**config.mk**
```make
export PLATFORM = sky130hd
export DESIGN_NAME = seq_add_sub
export DESIGN_NICKNAME = d
export VERILOG_FILES = /design/src/rtl/seq_add_sub_pkg.sv /design/src/rtl/seq_add_sub_ripple.sv /design/src/rtl/seq_add_sub.sv
export SDC_FILE = /design/constraint.sdc
export NUM_CORES = 1
export LEC_CHECK = 0
export CORE_MARGIN = 4
export CORE_UTILIZATION = 45
export CTS_CLUSTER_DIAMETER = 40
export CTS_CLUSTER_SIZE = 10
export DETAILED_ROUTE_END_ITERATION = 10
export PLACE_DENSITY = 0.81
export REMOVE_ABC_BUFFERS = 1
export SLEW_MARGIN = 10
export SYNTH_ARGS = -nofsm -noshare
export SYNTH_HDL_FRONTEND = slang
export SYNTH_SLANG_ARGS = --single-unit
```
**constraint.sdc**
```tcl
create_clock -name clk -period 6.2 [get_ports clk]
set_clock_uncertainty 0.15 [all_clocks]
set_input_delay 1.24 -clock clk [delete_from_list [all_inputs] [get_ports clk]]
set_output_delay 1.24 -clock clk [all_outputs]
set_load 0.01 [all_outputs]
```
**src/rtl/seq_add_sub_pkg.sv**
```systemverilog
// Shared definitions for the multi-cycle adder/subtractor: FSM encoding and
// the width helper used to size the chunk counter.
package seq_add_sub_pkg;

  typedef enum logic [1:0] {
    IDLE = 2'd0,
    BUSY = 2'd1,
    DONE = 2'd2
  } state_e;

  function automatic int clog2(input int value);
    int r;
    r = 0;
    while ((1 << r) < value) begin
      r = r + 1;
    end
    return r;
  endfunction

endpackage

```
**src/rtl/seq_add_sub_ripple.sv**
```systemverilog
// Combinational W-bit ripple-carry slice built from single-bit full adders;
// also exposes the carry into the MSB for signed-overflow detection.
module one_bit_full_adder (
  input  logic a,
  input  logic b,
  input  logic ci,
  output logic s,
  output logic co
);

  assign s  = a ^ b ^ ci;
  assign co = (a & b) | (ci & (a ^ b));

endmodule

module ripple_chunk_adder #(
  parameter int W = 8
) (
  input  logic [W-1:0] a,
  input  logic [W-1:0] b,
  input  logic         cin,
  output logic [W-1:0] sum,
  output logic         cout,
  output logic         c_msb
);

  logic [W:0] carry_s;

  assign carry_s[0] = cin;

  for (genvar i = 0; i < W; i++) begin : g_bit
    one_bit_full_adder u_fa (
      .a  (a[i]),
      .b  (b[i]),
      .ci (carry_s[i]),
      .s  (sum[i]),
      .co (carry_s[i+1])
    );
  end

  assign cout  = carry_s[W];
  assign c_msb = carry_s[W-1];

endmodule

```
**src/rtl/seq_add_sub.sv**
```systemverilog
// Multi-cycle N-bit adder/subtractor: one CHUNK-wide ripple slice per clock,
// registered inter-chunk carry, valid/ready handshakes and C/V/Z flags.
module seq_add_sub
  import seq_add_sub_pkg::*;
#(
  parameter int N     = 32,
  parameter int CHUNK = 8
) (
  input  logic         clk,
  input  logic         rstb,
  input  logic         in_valid,
  output logic         in_ready,
  input  logic [N-1:0] A,
  input  logic [N-1:0] B,
  input  logic         sub,
  input  logic         cin,
  output logic         out_valid,
  input  logic         out_ready,
  output logic [N-1:0] Z,
  output logic         Cout,
  output logic         ovf,
  output logic         zero
);

  localparam int K  = N / CHUNK;
  localparam int CW = (clog2(K) < 1) ? 1 : clog2(K);
  localparam logic [CW-1:0] LAST_CNT = CW'(K - 1);

  if ((CHUNK < 1) || (CHUNK > N) || ((N % CHUNK) != 0)) begin : g_param_chk
    $error("seq_add_sub: N must be a positive multiple of CHUNK");
  end

  state_e                   state_q, state_d;
  logic [K-1:0][CHUNK-1:0]  a_q, a_d, b_q, b_d, z_q, z_d;
  logic [CW-1:0]            cnt_q, cnt_d;
  logic                     carry_q, carry_d;
  logic                     cout_q, cout_d, ovf_q, ovf_d, zero_q, zero_d;
  logic                     in_ready_q, in_ready_d, out_valid_q, out_valid_d;
  logic [CHUNK-1:0]         sum_s;
  logic                     cout_s, c_msb_s;

  ripple_chunk_adder #(.W(CHUNK)) u_slice (
    .a     (a_q[cnt_q]),
    .b     (b_q[cnt_q]),
    .cin   (carry_q),
    .sum   (sum_s),
    .cout  (cout_s),
    .c_msb (c_msb_s)
  );

  // Next-state logic: operand capture, per-chunk result write and flag update.
  always_comb begin
    state_d  = state_q;
    a_d      = a_q;
    b_d      = b_q;
    z_d      = z_q;
    cnt_d    = cnt_q;
    carry_d  = carry_q;
    cout_d   = cout_q;
    ovf_d    = ovf_q;
    zero_d   = zero_q;
    case (state_q)
      IDLE: begin
        if (in_valid) begin
          // Subtraction is folded into addition: A + ~B + ~borrow.
          a_d     = A;
          b_d     = sub ? ~B : B;
          carry_d = sub ? ~cin : cin;
          cnt_d   = {CW{1'b0}};
          state_d = BUSY;
        end else begin
          state_d = IDLE;
        end
      end
      BUSY: begin
        z_d[cnt_q] = sum_s;
        carry_d    = cout_s;
        if (cnt_q == LAST_CNT) begin
          cout_d  = cout_s;
          ovf_d   = c_msb_s ^ cout_s;
          zero_d  = (z_d == {N{1'b0}});
          cnt_d   = {CW{1'b0}};
          state_d = DONE;
        end else begin
          cnt_d   = cnt_q + CW'(1);
        end
      end
      DONE: begin
        if (out_ready) begin
          state_d = IDLE;
        end else begin
          state_d = DONE;
        end
      end
      default: begin
        state_d = IDLE;
      end
    endcase
    in_ready_d  = (state_d == IDLE);
    out_valid_d = (state_d == DONE);
  end

  // State and output registers; reset aborts any operation in flight.
  always_ff @(posedge clk or negedge rstb) begin
    if (!rstb) begin
      state_q     <= IDLE;
      a_q         <= {N{1'b0}};
      b_q         <= {N{1'b0}};
      z_q         <= {N{1'b0}};
      cnt_q       <= {CW{1'b0}};
      carry_q     <= 1'b0;
      cout_q      <= 1'b0;
      ovf_q       <= 1'b0;
      zero_q      <= 1'b0;
      in_ready_q  <= 1'b1;
      out_valid_q <= 1'b0;
    end else begin
      state_q     <= state_d;
      a_q         <= a_d;
      b_q         <= b_d;
      z_q         <= z_d;
      cnt_q       <= cnt_d;
      carry_q     <= carry_d;
      cout_q      <= cout_d;
      ovf_q       <= ovf_d;
      zero_q      <= zero_d;
      in_ready_q  <= in_ready_d;
      out_valid_q <= out_valid_d;
    end
  end

  assign in_ready  = in_ready_q;
  assign out_valid = out_valid_q;
  assign Z         = z_q;
  assign Cout      = cout_q;
  assign ovf       = ovf_q;
  assign zero      = zero_q;

endmodule

```
### Yosys cells after proc, flatten, opt, wreduce, memory -nomap -nowiden

Cells that the tools add are included.

| cells by class | value |
|---|---|
| muxes and demuxes | 18 |
| bitwise logic cells | 43 |
| order comparisons | 2 |
| add/sub/neg operators | 1 |
| reductions and logical operators | 8 |
| eq/ne operators | 5 |

Operators with widths:

| operator | count |
|---|---|
| $bmux 8 s2 | 2 |
| $bwmux 32 | 1 |
| $logic_not 32->1 | 1 |
| $mux 32 | 1 |
| $not 32->32 | 1 |
| $mux 8 | 3 |
| $xor 1x1->1 | 17 |
| $and 1x1->1 | 16 |
| $demux 8 s2 | 1 |
| $mux 2 | 4 |
| $or 1x1->1 | 8 |
| $eq 2x2->1 const B | 3 |
| $pmux 2 s3 | 1 |
| $reduce_and 2->1 | 3 |
| $logic_not 2->1 | 2 |
| $pmux 2 s2 | 1 |
| $lt 2x3->1 const B | 1 |
| $mux 1 | 3 |
| $add 2x1->2 const B | 1 |
| $eq 2x1->1 const B | 1 |
| $ge 2x1->1 const B | 1 |
| $ne 2x2->1 const B | 1 |
| $pmux 1 s2 | 1 |
| $reduce_bool 2->1 | 1 |
| other kinds (2) | 2 |

| word-level totals | value |
|---|---|
| word-level logic and storage cells | 97 |
| register bits | 106 |

### Depth between registers and ports, before layout

Gate-level depths: netlist (run 1).

| depth | value |
|---|---|
| depth in word-level cells | 20 |
| gate-level depth with buffers | 19 |
| gate-level depth less buffers | 18 |

### Cells and area by module

From an unflattened synthesis (run 1), not the netlist that was laid out.

| second synthesis, totals | value |
|---|---|
| cells, all modules | 383 |
| area, all modules | 4984.8 µm² |

By module, submodules not included:

| module | seq. area each (µm²) | area each (µm²) | times used | cells each |
|---|---|---|---|---|
| seq_add_sub | 2653.8 | 4824.6 | 1 | 375 |
| one_bit_full_adder | 0.0 | 20.0 | 8 | 1 |

### Worst setup path after synthesis (run 1)

No wires, ideal clock.

| path | value |
|---|---|
| path type | reg-to-reg |
| start | reg cnt_q[0] |
| end | reg zero_q (netlist: zero) |
| buffers on the path | 2 |
| path slack | 1.137 ns |
| cell stages (with the launch flop) | 17 |
| arrival time | 4.821 ns |
| cell sequence | dfrtp_1 buf_2 buf_2 mux4_2 fa_1 fa_1 fa_1 inv_1 fa_1 inv_1 fa_1 fa_1 inv_1 fa_1 a31oi_1 or4_1 o31ai_2 |

| between the ends | value |
|---|---|
| word-level cells in the longest chain between the ends | 20 |
| elaborated cells between the ends (all ways) | 50 |

Ends and longest elaborated chain:

| item | line | text |
|---|---|---|
| from (decl) | seq_add_sub.sv:35 | `logic [CW-1:0] cnt_q, cnt_d;` |
| from (signal assigned) | seq_add_sub.sv:110 | `cnt_q <= {CW{1'b0}};` |
| from (signal assigned) | seq_add_sub.sv:122 | `cnt_q <= cnt_d;` |
| $bmux 8 s2 (on tied branches) | seq_add_sub.sv:43, seq_add_sub.sv:44 |  |
| $mux 8 (on tied branches) | seq_add_sub.sv:43, seq_add_sub.sv:44 |  |
| $xor 1x1->1 | seq_add_sub_ripple.sv:11, seq_add_sub_ripple.sv:12 |  |
| $and 1x1->1 | seq_add_sub_ripple.sv:12 | `assign co = (a & b) \| (ci & (a ^ b));` |
| $or 1x1->1 | seq_add_sub_ripple.sv:12 |  |
| $and 1x1->1 | seq_add_sub_ripple.sv:12 |  |
| $or 1x1->1 | seq_add_sub_ripple.sv:12 |  |
| $and 1x1->1 | seq_add_sub_ripple.sv:12 |  |
| [... 4 more ...] | - |  |
| $or 1x1->1 | seq_add_sub_ripple.sv:12 |  |
| $and 1x1->1 | seq_add_sub_ripple.sv:12 |  |
| $or 1x1->1 | seq_add_sub_ripple.sv:12 |  |
| $and 1x1->1 | seq_add_sub_ripple.sv:12 |  |
| $or 1x1->1 | seq_add_sub_ripple.sv:12 |  |
| $xor 1x1->1 | seq_add_sub_ripple.sv:11 | `assign s = a ^ b ^ ci;` |
| $bwmux 32 | seq_add_sub.sv:76 | `z_d[cnt_q] = sum_s;` |
| $logic_not 32->1 | seq_add_sub.sv:81 | `zero_d = (z_d == {N{1'b0}});` |
| to (signal assigned) | seq_add_sub.sv:126 | `zero_q <= zero_d;` |
| to (decl) | seq_add_sub.sv:37 | `logic cout_q, cout_d, ovf_q, ovf_d, zero_q, zero_d;` |

Several ways; a longest one is shown, not always the timed one. The select of a mux whose other input is x is not followed.
A chain may end at the register's enable or synchronous reset.

### Worst setup path in the final report (run 1)

Same ends and word-level chain as after synthesis.

==> results of run 1 <==
power breakdown:
group / leakage, uW / switching, uW / internal [uW]
Clock: 0.0000815 / 216 / 163
Sequential: 0.00124 / 219 / 1040
Combinational: 0.00125 / 1140 / 1020
Yosys cell counts (2+ instances only):
| cell | number |
|---|---|
| dfrtp_1 | 105 |
| mux2_1 | 48 |
| nor2_1 | 36 |
| a21oi_1 | 34 |
| xnor2_1 | 32 |
| nand2_1 | 30 |
| o21ai_1 | 17 |
| mux4_2 | 16 |
| inv_1 | 15 |
| buf_2 | 13 |
| clkbuf_1 | 9 |
| fa_1 | 8 |
| ha_1 | 4 |
| nor3_1 | 4 |
| o21ai_0 | 4 |
| a22o_1 | 3 |
| buf_1 | 3 |
| nand2b_1 | 2 |
| nand3b_1 | 2 |
| nor2b_1 | 2 |
| or4_1 | 2 |
| xor2_1 | 2 |
flip-flops by register name (all words and copies together), names as in the netlist:
signal and flops:
Z 32, Cout 1, cnt_q 2, in_ready 1
carry_q 1, out_valid 1, state_q 2, zero 1
ovf 1, a_q 32, b_q 32
cell families after synthesis:
kind of cell / share of synthesized area [%]
flip-flops: 52.6
AND/OR/NAND/NOR: 7.82
AO/OA/AOI/OAI: 8.09
adder cells (fa/ha/maj): 4.17
XOR/XNOR: 5.91
buffers and inverters: 3.30
multiplexers: 18.1
routing by layer:
metal  share of wire, %  wire length (um)  vias to the layer above  global-route usage [%]
met5                  0                 0                        -                       0
met4                1.5               168                        0                    5.54
met3                5.3               600                       15                    3.61
met2                 50              5640                      104                    31.3
met1                 43              4920                     1700                    24.4
li1                   -                 -                     1614                       -
cells in the final DEF, fill, tap and decap left out, types with 2 or more instances in the layout:
cell type / count
or4_1: 2
o21ai_0: 4
dfrtp_1: 105
a21oi_1: 34
nand2b_1: 2
mux2_1: 48
xnor2_1: 32
a22o_1: 3
clkbuf_8: 11
nand3b_1: 2
ha_1: 4
clkdlybuf4s50_1: 104
nor2b_1: 2
o21ai_1: 17
inv_1: 15
clkbuf_1: 2
mux4_2: 16
fa_1: 8
nor2_1: 36
buf_4: 6
nand2_1: 30
xor2_1: 2
nor3_1: 4
worst paths after layout:
check / from / to / slack, ns / cells after the start
worst max register to register: cnt_q[0] / zero / 0.98 / 18
worst min register to register: ovf / ovf / 0.34 / 2
min in group asynchronous: rstb / Z[21] / 0.65 / 1
max in group asynchronous: rstb / b_q[25] / 3.97 / 2
worst max-delay path: cnt_q[0] / zero / 0.98 / 18
worst min-delay path: ovf / ovf / 0.34 / 2
cell type report:
cell class	instances	area, sq um
clock buffers	13	159
multi-input cells	266	2230
repair buffers	111	1090
fillers	929	4520
well taps	140	175
flip-flops and latches	106	2650
inverters	15	56.3
metrics by stage:
step,util [%],std cells
after floorplan,-,387
after global placement,57.0,638
after detailed placement,57.0,638
after CTS,58.4,651
after global routing,58.4,651
final,58.4,651
tightest hold or removal path, stage by stage, from the launching register on:
cell	delay, ns
dfrtp_1	0.35
nand2_1	0.04
o21ai_0	0.06
==> reports/results.tsv, run 1 <==
metric	value	unit
Buf+Inv Stages, Crit Path	6	
Yosys warning count	0	
initial antenna violation count	0	
Post-synth EDFFs	0	
Initial DRC Count	192	
initial core utilization	46.3	%
Most Frequent Cell on Critical Path	fa_1	
area leader, netlist	dfrtp_1	
area post-placement	6200	sq um
core area	10900	sq um
routed vias/inst	5.27	
Static Leak	0.00257	uW
setup tns final	0	ns
Routed WL per cell	17.4	um
synth top area cells	dfrtp_1 (52%), mux2_1 (11%), mux4_2 (7.1%), xnor2_1 (5.6%), a21oi_1 (3.4%)	
post-DP HPWL	8420	um
die area	13000	sq um
CTS resizes	0	
Final nets	591	
CP max-delay cell	or4_1	
fmax	0.192	GHz
Clock Pin Slew Worst Setup and Hold Paths	0.09	ns
slowest stage delay, CP	0.55	ns
largest net degree at the start of global routing	97	
worst skew pair latency	0.36	ns
asr flop ratio synth	100	%
CP max FO	10	
Setup WS pre-CTS	1.01	ns
via count	3433	
gate count of the mapped netlist	412	
Setup WS post-layout	0.979	ns
DRT Pass-1 Iters	4	
family with the most delay on the worst path	adder cells	
Critical Path AT	5.34	ns
Post-CTS Setup Inserts	0	
IO buf count	106	
Worst Setup End Kind	flop	
global-route wire length before repair	19100	um
CTS Buf Count	9	
DR DRC count	0	
number of routed nets with antenna violations	0	
Yosys top cell area share	52.1	%
Worst VDD drop	0.000327	V
die width	114	um
Worst Path Required	6.32	ns
crit path cell chain	buf_4 -> mux4_2 -> inv_1 -> fa_1 -> inv_1 -> fa_1 -> fa_1 -> fa_1 -> inv_1 -> fa_1 -> inv_1 -> fa_1 -> fa_1 -> inv_1 -> fa_1 -> a31oi_1 -> or4_1 -> o31ai_2	
routability cong.	0.881	
# IOs	107	
Post-synth top flop	dfrtp_1	
worst hold path type	reg2reg	
max_cap viols	0	
CTS sink cnt	106	
worst-margin pin slew	0.989	ns
htree depth	3	
critical path class	reg2reg	
minimum clock period	5.22	ns
status	completed	
final max-slew violation count	0	
Avg Inst Size Synth	12.2	sq um
Max Root-Sink Buffers	2	
CTS Hold Buffers Added	0	
Ant. Diodes	0	
Critical Path Source Type	flop	
CTS root buf	clkbuf_8	
vias in the first global route	3655	
layout cell share with drive strength beyond 1	8.02	%
synthesized flop and latch total	106	
Finished Cell Area	6360	sq um
share of the yosys chip area belonging to registers	52.6	%
Final Setup Violations	0	
Rel. slew slack	34.0	%
Site Rows	38	
RSZ-0062 raised after global routing	no	
Total Power	3800	uW
final wirelength	11300	um
CTS tree	done	
Area Overhead vs Synth	26.2	%
synthesized cell area	5040	sq um
GRT Util Overall	18.5	%
period utilisation layout	84.2	%
Die Height	114	um
final hold violations	0	
Cell Pwr Density	597	nW/um^2
WHS	0.341	ns
grt ovf	0	
Unique masters post-synth	43	
Note: power is estimated with default switching activity, not from simulation.
==> inputs of run 2 (changes only) <==
--- a/config.mk
+++ b/config.mk
@@ -10,7 +10,7 @@
 export CTS_CLUSTER_DIAMETER = 40
 export CTS_CLUSTER_SIZE = 10
 export DETAILED_ROUTE_END_ITERATION = 10
-export PLACE_DENSITY = 0.81
+export PLACE_DENSITY = 0.84
 export REMOVE_ABC_BUFFERS = 1
 export SLEW_MARGIN = 10
 export SYNTH_ARGS = -nofsm -noshare
==> constraint.sdc (replaced) <==
create_clock -name clk -period 4.3 [get_ports clk]
set_clock_uncertainty 0.15 [all_clocks]
set_input_delay 0.86 -clock clk [delete_from_list [all_inputs] [get_ports clk]]
set_output_delay 0.86 -clock clk [all_outputs]
set_load 0.01 [all_outputs]
==> run 2 against run 1 <==
The flow now finishes with violations (setup timing). Register-to-register slack got worse by 1.3 ns. First-iteration DRC count increased by 6.8%. Routed wire length rose by 3.2%. Core utilization is 1.9 points higher. Fmax grew 14%. Final area up 3.3%. Largest cell class unchanged.
==> reports/results.tsv, run 2 (same netlist as run 1, synthesis figures left out) <==
metric	value	unit	change
WHS	0.340	ns	-0.00132 ns
Final nets	601		+1.7%
status	finished, violations left		
setup tns final	-0.290	ns	-0.290 ns
Multi-input gate area	2300	sq um	+3.1%
Setup WS post-layout	-0.290	ns	-1.27 ns
minimum clock period	4.59	ns	-0.631 ns
core area	10900	sq um	unchanged
htree depth	3		unchanged
DR DRC count	0		unchanged
global-route wire length before repair	19000	um	-0.47%
Hold Crit Depth	1		-1
period utilisation layout	107	%	+23 points
grt ovf	0		unchanged
number of routed nets with antenna violations	0		unchanged
Max Root-Sink Buffers	2		unchanged
CTS Buf Count	9		unchanged
vias in the first global route	3708		+1.5%
Worst Path Required	4.44	ns	-1.88 ns
placed insts	646		+1.3%
CP max FO	4		-6
Final Setup Violations	1		+1
reg-to-reg setup timing slack	-0.29	ns	-1.27 ns
worst skew pair latency	0.38	ns	+0.02 ns
filler cell count	868		-6.6%
routability cong.	0.894		+1.5%
Setup WS pre-CTS	-0.574	ns	-1.59 ns
final wirelength	11700	um	+3.2%
CTS root buf	clkbuf_8		
Reg area	2660	sq um	about the same
CTS sink cnt	106		unchanged
post-DP HPWL	8580	um	+1.9%
die width	114	um	unchanged
Initial DRC Count	205		+6.8%
critical path class	reg2reg		
Min-Delay Startpoint	a_q[12]		
GRT Util Overall	18.7	%	+0.14 points
die area	13000	sq um	unchanged
Critical Path Source Type	flop		
CTS tree	done		
failing checks	setup timing		
Clock Pin Slew Worst Setup and Hold Paths	0.10	ns	about the same
initial antenna violation count	0		unchanged
via count	3549		+3.4%
IO buf count	106		unchanged
Routed WL per cell	17.6	um	+1.4%
Rel. slew slack	30.2	%	-3.9 points
worst hold path type	reg2reg		
hold path endpoint	a_q[12]		
worst reg2reg endpoint	zero		
Worst Setup End Kind	flop		
Final Non-Filler Cells	663		+1.8%
largest net degree at the start of global routing	86		-11%
Area Overhead vs Synth	30.4	%	
Critical Path AT	4.73	ns	-0.61 ns
Ant. Diodes	0		unchanged
most frequent cells in the layout	dfrtp_1 (104), clkdlybuf4s50_1 (104), mux2_1 (46)		
Worst VDD drop	0.000625	V	+91%
# IOs	107		unchanged
Die Height	114	um	unchanged
Static Leak	0.00267	uW	+3.6%
max_cap viols	0		unchanged
Cell Pwr Density	964	nW/um^2	+61%
final max-slew violation count	0		unchanged
layout cell share with drive strength beyond 1	14.7	%	+6.7 points
DRT Pass-1 Iters	7		+3
final hold violations	0		unchanged
path depth of the worst reg2reg path	16		-2
Site Rows	38		unchanged
routed vias/inst	5.35		+1.5%
initial core utilization	46.3	%	unchanged
RSZ-0062 raised after global routing	yes		
fmax	0.218	GHz	+14%
RR Startpoint	cnt_q[0]		
worst-margin pin slew	1.05	ns	+0.0582 ns
Core Util, Final	60.4	%	+1.9 points
[run 2: area by class of cell]
cell class              instances  share of cell area (%)
repair buffers                121                    17.8
clock inverters                 5                    1.20
flip-flops and latches        106                    40.4
well taps                     140                    2.66
multi-input cells             266                    35.0
inverters                      15                   0.856
clock buffers                  10                    2.09
[run 2: how the worst max path moves through the flow]
| stage | endpoint | slack, ns | cells past startpoint | startpoint |
|---|---|---|---|---|
| 5_1_grt | zero | -0.44 | 16 | cnt_q[0] |
| 6_report | zero | -0.29 | 16 | cnt_q[0] |
| 3_3_place_gp | zero | -0.49 | 17 | cnt_q[0] |
| 2_1_floorplan | zero | -1.00 | 17 | cnt_q[0] |
| 3_5_place_dp | zero | -0.57 | 17 | cnt_q[0] |
| 4_1_cts | zero | -0.37 | 16 | cnt_q[0] |
[run 2: report_power, final]
group          leakage [uW]  total [uW]  internal [uW]  switching [uW]
Sequential          0.00124        1830           1500             328
Clock              0.000112         675            340             335
Combinational       0.00132        3830           1910            1920
Total               0.00267        6340           3760            2580
[run 2: repair_timing]
action | in CTS | in global routing
setup endpoints to repair | 11 | 11
gates resized for setup | 21 | 4
hold buffers | 0 | 0
buffers inserted | 2 | 0
pin swaps | 13 | 11
[run 2: critical path: stages, from the launching register on]
cell and delay [ns]:
dfrtp_2 0.42, mux4_2 0.52, inv_2 0.07, fa_1 0.15, inv_1 0.05, fa_2 0.33, fa_2 0.35, fa_2 0.34
inv_2 0.07, fa_2 0.20, inv_2 0.04, fa_2 0.33, fa_2 0.49, nor2_2 0.15, a21oi_2 0.07, or4_1 0.55
o31ai_2 0.23
[run 2: per-layer routing]
layer	share of wire [%]	wire [um]	global-route usage, %
met1	42	4880	25.0
met2	51	5940	31.3
met3	5.5	639	3.08
met4	2.0	238	6.10
met5	0	0	0
[run 2: stage by stage]
step                power (uW)  cell area, sq um
floorplan                 3780              4930
global placement          5030              6260
detailed placement        5160              6260
CTS                       6260              6560
global route              6760              6580
finish                    6340              6580
==> inputs of run 3 (changes only) <==
==> constraint.sdc (replaced) <==
create_clock -name clk -period 4.2 [get_ports clk]
set_clock_uncertainty 0.15 [all_clocks]
set_input_delay 0.84 -clock clk [delete_from_list [all_inputs] [get_ports clk]]
set_output_delay 0.84 -clock clk [all_outputs]
set_load 0.01 [all_outputs]
==> run 3 against run 2 <==
The run still ends with setup timing left. Via count fell by 0.62%. Clock power fell by 5.6%. Sequential share of layout area rose by 0.19 points. Core utilization fell by 0.29 points. Sequential cell count did not move. Total power fell by 0.61%. Fmax fell by 0.92%. Die area did not move. Non-clock buffer count did not move.
==> reports/results.tsv, run 3 (same netlist as run 1, synthesis figures left out) <==
metric	value	unit	change
minimum clock period	4.63	ns	+0.0426 ns
Critical Path Source Type	flop		
fmax	0.216	GHz	-0.92%
Reg area	2660	sq um	unchanged
Critical Path AT	4.76	ns	+0.03 ns
final max-slew violation count	0		unchanged
worst hold path type	reg2reg		
htree depth	3		unchanged
number of routed nets with antenna violations	0		unchanged
DRT Pass-1 Iters	5		-2
path depth of the worst reg2reg path	16		unchanged
CTS tree	done		
Initial DRC Count	209		+2.0%
Int Pwr	3740	uW	-0.56%
CP max FO	4		unchanged
Setup WS post-layout	-0.432	ns	-0.143 ns
IO buf count	106		unchanged
most frequent cells in the layout	dfrtp_1 (104), clkdlybuf4s50_1 (104), mux2_1 (48)		
worst-margin pin slew	1.08	ns	+0.0276 ns
Multi-input gate area	2270	sq um	-1.0%
Clk pwr share	10.1	%	-0.6 points
critical path class	reg2reg		
die area	13000	sq um	unchanged
CTS Hold Buffers Added	0		unchanged
die width	114	um	unchanged
via count	3527		-0.62%
Final nets	601		unchanged
Hold Crit Depth	1		unchanged
global-route wire length before repair	18900	um	-0.47%
worst skew pair latency	0.37	ns	about the same
GRT Util Overall	18.3	%	-0.35 points
Site Rows	38		unchanged
Clock Pin Slew Worst Setup and Hold Paths	0.10	ns	about the same
Sw Share	40.7	%	about the same
routability cong.	0.896		+0.18%
period utilisation layout	110	%	+3.6 points
Static Leak	0.00264	uW	-1.1%
Area Overhead vs Synth	29.8	%	
sequential share of power	29.8	%	+0.9 points
reg-to-reg setup timing slack	-0.43	ns	-0.14 ns
Rel. slew slack	28.3	%	-1.8 points
Final Setup Violations	5		+4
Cell Pwr Density	962	nW/um^2	-0.14%
CTS root buf	clkbuf_8		
area post-placement	6280	sq um	+0.20%
initial core utilization	46.3	%	unchanged
switching power	2560	uW	-0.69%
status	finished, violations left		
Worst Path Required	4.33	ns	-0.11 ns
Worst VDD drop	0.000576	V	-7.7%
initial antenna violation count	0		unchanged
vias in the first global route	3768		+1.6%
Routed WL per cell	17.2	um	-2.4%
Comb pwr share	60.1	%	-0.4 points
final hold violations	0		unchanged
max_cap viols	0		unchanged
Core Util, Final	60.1	%	-0.29 points
failing checks	setup timing		
Die Height	114	um	unchanged
CTS Buf Count	9		unchanged
core area	10900	sq um	unchanged
DR DRC count	0		unchanged
routed vias/inst	5.31		-0.77%
# IOs	107		unchanged
post-DP HPWL	8450	um	-1.5%
largest net degree at the start of global routing	97		+13%
Max Root-Sink Buffers	2		unchanged
layout cell share with drive strength beyond 1	14.5	%	-0.22 points
Worst Setup End Kind	flop		
final wirelength	11400	um	-2.2%
filler cell count	898		+3.5%
Setup WS pre-CTS	-0.738	ns	-0.164 ns
RSZ-0062 raised after global routing	yes		
Finished Cell Area	6540	sq um	-0.48%
grt ovf	0		unchanged
CTS sink cnt	106		unchanged
Ant. Diodes	0		unchanged
run 3: cell types whose count changed in the layout (fill, tap and decap cells not counted), moves of 2 or more:
cell / before / now
clkbuf_1: 0 / 2
o21ai_2: 2 / 4
mux2_1: 46 / 48
inv_2: 4 / 6
o21ai_0: 4 / 2
inv_1: 11 / 9
mux2_4: 2 / 0
run 3: path summary, 6_finish.rpt:
path / from / endpoint
setup / recovery: cnt_q[0] / zero
hold / removal: a_q[19] / a_q[19]
setup reg to reg: cnt_q[0] / zero
hold reg to reg: a_q[19] / a_q[19]
max in group asynchronous: rstb / Z[24]
min in group asynchronous: rstb / a_q[7]
run 3: critical path, stage by stage, from the launching register on:
cell	delay [ns]
dfrtp_2	0.42
mux4_2	0.52
inv_2	0.08
fa_2	0.20
inv_2	0.04
fa_2	0.33
fa_2	0.35
fa_2	0.34
inv_2	0.06
fa_2	0.18
inv_2	0.04
fa_2	0.36
fa_2	0.47
nor2_2	0.11
a21oi_1	0.07
or4_1	0.55
o31ai_2	0.26
run 3: final cells by class:
cell class              instances  area share, %
multi-input cells             266           34.8
well taps                     140           2.68
repair buffers                121           18.1
clock inverters                 4          0.784
inverters                      15          0.860
clock buffers                  12           2.22
flip-flops and latches        106           40.6
run 3: what timing repair did:
item,4_1_cts,5_1_grt
buffers inserted,2,1
resized for setup,10,16
setup endpoints to repair,11,11
pin swaps,6,13
run 3: per-layer routing:
layer / global-route usage (%) / vias up / share of wire [%]
met3: 3.18 / 25 / 6.0
met1: 25.0 / 1736 / 42
met2: 29.4 / 126 / 50
met4: 7.13 / 0 / 2.5
li1: - / 1640 / -
met5: 0 / - / 0
run 3: power by group through the flow:
stage / logic (uW) / registers, uW / clock network, uW
finish: 3780 / 1880 / 637
detailed placement: 3400 / 1890 / 0
floorplan: 1970 / 1900 / 0
global placement: 3300 / 1860 / 0
CTS: 3610 / 1870 / 646
global route: 4130 / 1940 / 690
run 3: through the flow:
step	setup TNS (ns)	power [uW]	std cells	hold WS [ns]
floorplan	-25.94	3870	387	0.303
global placement	-2.15	5150	646	0.315
detailed placement	-3.14	5290	646	0.319
CTS	-1.90	6130	664	0.341
global route	-2.05	6760	664	0.358
finish	-1.28	6300	664	0.340
